$ cat src/rtl/ghost_mode_scheduler.sv
// Ghost behaviour mode sequencer: scatter/chase schedule, frightened override, eaten-ghost count.
// Optional macro FRIGHT_FLASH_EN enables the frightened sprite flash generator.
module ghost_mode_scheduler #(
   parameter int SCATTER_FRAMES = 420,
   parameter int CHASE_FRAMES   = 1200,
   parameter int FRIGHT_FRAMES  = 360,
   parameter int FLASH_FRAMES   = 120,
   parameter int NUM_PHASES     = 4
) (
   input  logic       Clk,
   input  logic       Reset_n,
   input  logic       playon,
   input  logic       frame_tick,
   input  logic       power_pellet,
   input  logic       ghost_eaten,
   output logic [1:0] mode,
   output logic       reverse_pulse,
   output logic       frightened_flash,
   output logic [1:0] eat_count,
   output logic [2:0] phase_idx
);

   // State encoding doubles as the mode output code.
   typedef enum logic [1:0] {
      ST_OFF     = 2'b00,
      ST_SCATTER = 2'b01,
      ST_CHASE   = 2'b10,
      ST_FRIGHT  = 2'b11
   } state_t;

   localparam logic [11:0] SCATTER_T = 12'(SCATTER_FRAMES);
   localparam logic [11:0] CHASE_T   = 12'(CHASE_FRAMES);
   localparam logic [11:0] FRIGHT_T  = 12'(FRIGHT_FRAMES);
   localparam logic [2:0]  LAST_IDX  = 3'(NUM_PHASES - 1);

   state_t      state_reg, state_next;
   state_t      saved_reg, saved_next;
   logic [11:0] phase_timer_reg, phase_timer_next;
   logic [11:0] fright_timer_reg, fright_timer_next;
   logic [2:0]  phase_idx_reg, phase_idx_next;
   logic [1:0]  eat_count_reg, eat_count_next;
   logic        reverse_reg, reverse_next;

   state_t      adv_state;
   logic [11:0] adv_timer;
   logic [2:0]  adv_idx;
   logic        period_end;

   always_ff @(posedge Clk or negedge Reset_n) begin
      if (!Reset_n) begin
         state_reg        <= ST_OFF;
         saved_reg        <= ST_SCATTER;
         phase_timer_reg  <= '0;
         fright_timer_reg <= '0;
         phase_idx_reg    <= '0;
         eat_count_reg    <= '0;
         reverse_reg      <= 1'b0;
      end else begin
         state_reg        <= state_next;
         saved_reg        <= saved_next;
         phase_timer_reg  <= phase_timer_next;
         fright_timer_reg <= fright_timer_next;
         phase_idx_reg    <= phase_idx_next;
         eat_count_reg    <= eat_count_next;
         reverse_reg      <= reverse_next;
      end
   end

   // Outcome of a frame tick on the scatter/chase schedule; a zero timer means permanent chase.
   always_comb begin
      adv_state  = state_reg;
      adv_timer  = phase_timer_reg;
      adv_idx    = phase_idx_reg;
      period_end = 1'b0;
      if (frame_tick && phase_timer_reg == 12'd1) begin
         period_end = 1'b1;
         if (state_reg == ST_SCATTER) begin
            adv_state = ST_CHASE;
            adv_timer = CHASE_T;
         end else if (phase_idx_reg < LAST_IDX) begin
            adv_state = ST_SCATTER;
            adv_timer = SCATTER_T;
            adv_idx   = phase_idx_reg + 3'd1;
         end else begin
            adv_timer = 12'd0;
         end
      end else if (frame_tick && phase_timer_reg != 12'd0) begin
         adv_timer = phase_timer_reg - 12'd1;
      end
   end

   always_comb begin
      state_next        = state_reg;
      saved_next        = saved_reg;
      phase_timer_next  = phase_timer_reg;
      fright_timer_next = fright_timer_reg;
      phase_idx_next    = phase_idx_reg;
      eat_count_next    = eat_count_reg;
      reverse_next      = 1'b0;
      if (!playon) begin
         state_next        = ST_OFF;
         saved_next        = ST_SCATTER;
         phase_timer_next  = '0;
         fright_timer_next = '0;
         phase_idx_next    = '0;
         eat_count_next    = '0;
      end else begin
         unique case (state_reg)
            ST_OFF: begin
               state_next       = ST_SCATTER;
               phase_timer_next = SCATTER_T;
               phase_idx_next   = '0;
            end
            ST_SCATTER, ST_CHASE: begin
               if (power_pellet) begin
                  // A coincident tick only counts if it closes the period.
                  state_next        = ST_FRIGHT;
                  saved_next        = adv_state;
                  if (period_end) begin
                     phase_timer_next = adv_timer;
                     phase_idx_next   = adv_idx;
                  end
                  fright_timer_next = FRIGHT_T;
                  eat_count_next    = '0;
                  reverse_next      = 1'b1;
               end else begin
                  state_next       = adv_state;
                  phase_timer_next = adv_timer;
                  phase_idx_next   = adv_idx;
                  reverse_next     = period_end && (adv_state != state_reg);
               end
            end
            ST_FRIGHT: begin
               if (power_pellet) begin
                  fright_timer_next = FRIGHT_T;
                  eat_count_next    = '0;
               end else begin
                  if (ghost_eaten && eat_count_reg != 2'd3)
                     eat_count_next = eat_count_reg + 2'd1;
                  if (frame_tick) begin
                     fright_timer_next = fright_timer_reg - 12'd1;
                     if (fright_timer_reg == 12'd1) begin
                        state_next     = saved_reg;
                        eat_count_next = '0;
                     end
                  end
               end
            end
         endcase
      end
   end

`ifdef FRIGHT_FLASH_EN
   localparam logic [11:0] FLASH_T = 12'(FLASH_FRAMES);

   logic       flash_reg, flash_next;
   logic [2:0] flash_cnt_reg, flash_cnt_next;

   always_ff @(posedge Clk or negedge Reset_n) begin
      if (!Reset_n) begin
         flash_reg     <= 1'b0;
         flash_cnt_reg <= '0;
      end else begin
         flash_reg     <= flash_next;
         flash_cnt_reg <= flash_cnt_next;
      end
   end

   // Window is judged on the next timer value so flash lines up with the registered mode.
   always_comb begin
      flash_next     = flash_reg;
      flash_cnt_next = flash_cnt_reg;
      if (state_next != ST_FRIGHT || fright_timer_next > FLASH_T) begin
         flash_next     = 1'b0;
         flash_cnt_next = '0;
      end else if (fright_timer_reg > FLASH_T) begin
         flash_next     = 1'b1;
         flash_cnt_next = '0;
      end else if (frame_tick) begin
         flash_cnt_next = flash_cnt_reg + 3'd1;
         if (flash_cnt_reg == 3'd7)
            flash_next = ~flash_reg;
      end
   end

   assign frightened_flash = flash_reg;
`else
   assign frightened_flash = 1'b0;
`endif

   assign mode          = state_reg;
   assign reverse_pulse = reverse_reg;
   assign eat_count     = eat_count_reg;
   assign phase_idx     = phase_idx_reg;

endmodule

$ cat config.mk
export PLATFORM = sky130hd
export DESIGN_NAME = ghost_mode_scheduler
export DESIGN_NICKNAME = d
export VERILOG_FILES = /design/src/rtl/ghost_mode_scheduler.sv
export SDC_FILE = /design/constraint.sdc
export NUM_CORES = 1
export LEC_CHECK = 0
export BUFFER_PORTS_ARGS = -buffer_cell sky130_fd_sc_hd__buf_2
export CAP_MARGIN = 10
export CORE_UTILIZATION = 35
export DETAILED_ROUTE_END_ITERATION = 8
export PLACE_DENSITY = 0.49
export SYNTH_ARGS = -nofsm -noshare
export SYNTH_HDL_FRONTEND = slang
export SYNTH_SLANG_ARGS = --single-unit
$ cat constraint.sdc
create_clock -name Clk -period 2.55 [get_ports Clk]
set_input_delay 0.3825 -clock Clk [delete_from_list [all_inputs] [get_ports Clk]]
set_output_delay 0.3825 -clock Clk [all_outputs]
set_load 0.005 [all_outputs]
==> results.yml <==
outcome:
  status: "completed"
synth:
  synthDominantCellAreaShare: 0.373
  synth_area_leaders: "dfrtp_1 (37%), ha_1 (5.7%), nor2_1 (4.9%), nand2_1 (4.4%), o21ai_0 (3.4%)"
  ys_ff_latch: 34
  synth_area_um2: 2210
  synth_cells: 254
  yosys.area_share.simple: 0.258
  synth_ff_type: "dfrtp_1"
  synth.largest_area_cell: "dfrtp_1"
  synth_top_family_by_area: "simple AND/OR/NAND/NOR gates"
  yosysSeqAreaShare: 0.385
  syn_avg_cell_area_um2: 8.71
  synth-xor-area-share: 0.0396
  syn-num-nets: 270
  synth_cell_types: 59
  synthMuxAreaShare: 0.00904
  ys_async_sr_fraction: 1.00
  synthAdderAreaFrac: 0.0565
  synth_edf_count: 0
  ys_warn_count: 0
  synth_compound_area_frac: 0.196
layout:
  diodes: 0
  syn2layout_area_growth_pct: 10.9
  drive_above_1_share: 0.148
  fill_cells: 615
  multi_input_area_um2: 1240
  mostFrequentLayoutCells: "dfrtp_1 (33), nor2_1 (29), nand2_1 (26), o21ai_0 (15), a21oi_1 (14)"
  regArea_um2: 852
  mostFrequentLayoutCell: "dfrtp_1"
  instances_no_fill: 346
  nets: 286
clock_tree:
  clkTransAtPathRegs_ns: 0.08
  clk_latency_ns: 0.30
  holdBufCountCts: 0
  postCtsSetupBuffers: 0
  cts_htree_levels: 2
  cts_root_buf: "clkbuf_8"
  cts_tree: "yes"
  cts_resized: 0
  cts.sinks: 34
  clockBufferDepth: 2
  numCtsBuffers: 5
global_routing:
  antenna_found_initial: 0
  grt_pass1_wl_um: 9030
  grt_start_max_net_pins: 35
  track_usage: 0.181
  overflow: 0
  grt_pass1_vias: 1806
sta:
  slew_headroom: 0.473
  period_needed_ns: 2.26
  finalHoldViolCount: 0
  setup-tns-final_ns: 0
  rsz0062_at_grt: "no"
  max_freq_mhz: 443
  fin_skew_ns: 0.0106
  period_share: 0.884
  drv_slew: 0
  setup_viol: 0
  tightest_slew_ns: 0.790
critical_path:
  crit_type: "flip-flop to flip-flop"
  startpoint_type: "flip-flop"
  crit_required_ns: 2.74
  critPathMaxFanout: 12
  crit_arrival_ns: 2.44
  worst_setup_path_end_kind: "flip-flop"
power:
  p_clk_frac: 0.281
  power_per_cell_area_nw_per_um2: 622
  seqPwrFrac: 0.430
  p_int_mw: 0.988
  vdd_ir_drop_max_mv: 0.219
  power.total_mw: 1.53
  comb_power_share: 0.289
  swShare: 0.353
  power.leakage_nw: 1.08
  power.switching_mw: 0.540
placed_design:
  placed_cells: 338
  place_congestion: 0.833
  dp_hpwl_um: 3760
  portBuffers: 13
detailed_routing:
  drc: 0
  wirelength_um: 5380
  drtIter0Drc: 121
  vias: 1889
  via_per_inst: 5.46
  ant_nets: 0
  post_drt_wl_per_cell_um: 15.6
  first_pass_iters: 4
flow_run:
  maxCapViolCount: 0
hold_path:
  holdCritPathClass: "input port to async pin"
floorplan:
  die_area_um2: 6650
  die_h_um: 81.5
  io_pins: 15
  row_count: 28
  die_w_um: 81.5
  start_util: 0.367
  coreArea_um2: 6030
synth_stat cells, types with 2 or more instances:
cell type and instances:
mux2i_1 2, nand2b_1 4, nand3_1 8, a21oi_1 14
xor2_1 7, ha_1 10, a31oi_1 4, o21a_1 2
buf_4 3, nor3_1 5, inv_1 12, nor4_1 3
xnor2_1 3, clkbuf_1 6, o21ai_0 15, dfrtp_1 33
nor2b_1 3, o2bb2ai_1 2, o32ai_1 2, o22ai_1 3
nor3b_1 3, nand2_1 26, a22oi_1 3, and2_1 3
buf_6 2, nor2_1 29, nand4_1 10, a211oi_1 3
o211ai_1 4
stage by stage:
step | cell area (µm²) | setup WS [ns] | utilization | hold WS [ns]
6_report | 2450 | 0.295 | 0.407 | 0.150
5_1_grt | 2450 | 0.0751 | 0.407 | 0.233
4_1_cts | 2450 | 0.283 | 0.407 | 0.199
3_5_place_dp | 2360 | 0.351 | 0.392 | 0.482
3_3_place_gp | 2360 | 0.437 | 0.392 | 0.488
2_1_floorplan | 2210 | 0.594 | - | 0.0869
power by group through the flow:
stage,Sequential [mW],Combinational [mW],Clock (mW)
after floorplan,0.652,0.330,0
after global placement,0.666,0.437,0
after detailed placement,0.666,0.437,0
after CTS,0.656,0.439,0.451
after global routing,0.666,0.489,0.468
final,0.657,0.442,0.429
metal layers:
layer	wire length, µm	GRT usage
met1	2800	0.268
met2	2310	0.261
met3	198	0.0356
met4	73	0.0589
met5	0	0
cell families (layout without fill, tap and decap cells):
family          Yosys count  after routing
compound gates           65             65
other cells               1              1
fa+ha+maj                10             10
buf+inv                  25             42
mux                       2              2
xor+xnor                 10             10
flops                    34             34
simple gates            107            107
worst max-delay path, stage by stage (launching register included):
cell	delay [ns]
dfrtp_1	0.41
inv_1	0.10
ha_1	0.45
nor2b_1	0.16
o22ai_1	0.18
a211oi_1	0.49
a21oi_1	0.13
a31o_2	0.22
final cells by class:
| cell class | count | area share |
|---|---|---|
| sequential | 34 | 0.347 |
| tap | 75 | 0.0382 |
| timing repair buffer | 22 | 0.0540 |
| clock inverter | 1 | 0.00204 |
| multi-input combinational | 195 | 0.505 |
| inverter | 12 | 0.0183 |
| clock buffer | 7 | 0.0352 |
path summary, 6_finish.rpt:
| check | from | endpoint | slack (ns) | depth (start not counted) |
|---|---|---|---|---|
| min in group Clk | power_pellet | saved_reg[0] | 0.46 | 3 |
| worst min register to register | saved_reg[0] | saved_reg[0] | 0.49 | 2 |
| max in group asynchronous | Reset_n | phase_timer_reg[0] | 1.87 | 1 |
| worst max-delay path | mode[0] | fright_timer_reg[11] | 0.29 | 7 |
| worst min-delay path | Reset_n | phase_idx[2] | 0.15 | 1 |
| worst max register to register | mode[0] | fright_timer_reg[11] | 0.29 | 7 |
Note: power is estimated with default switching activity, not from simulation.
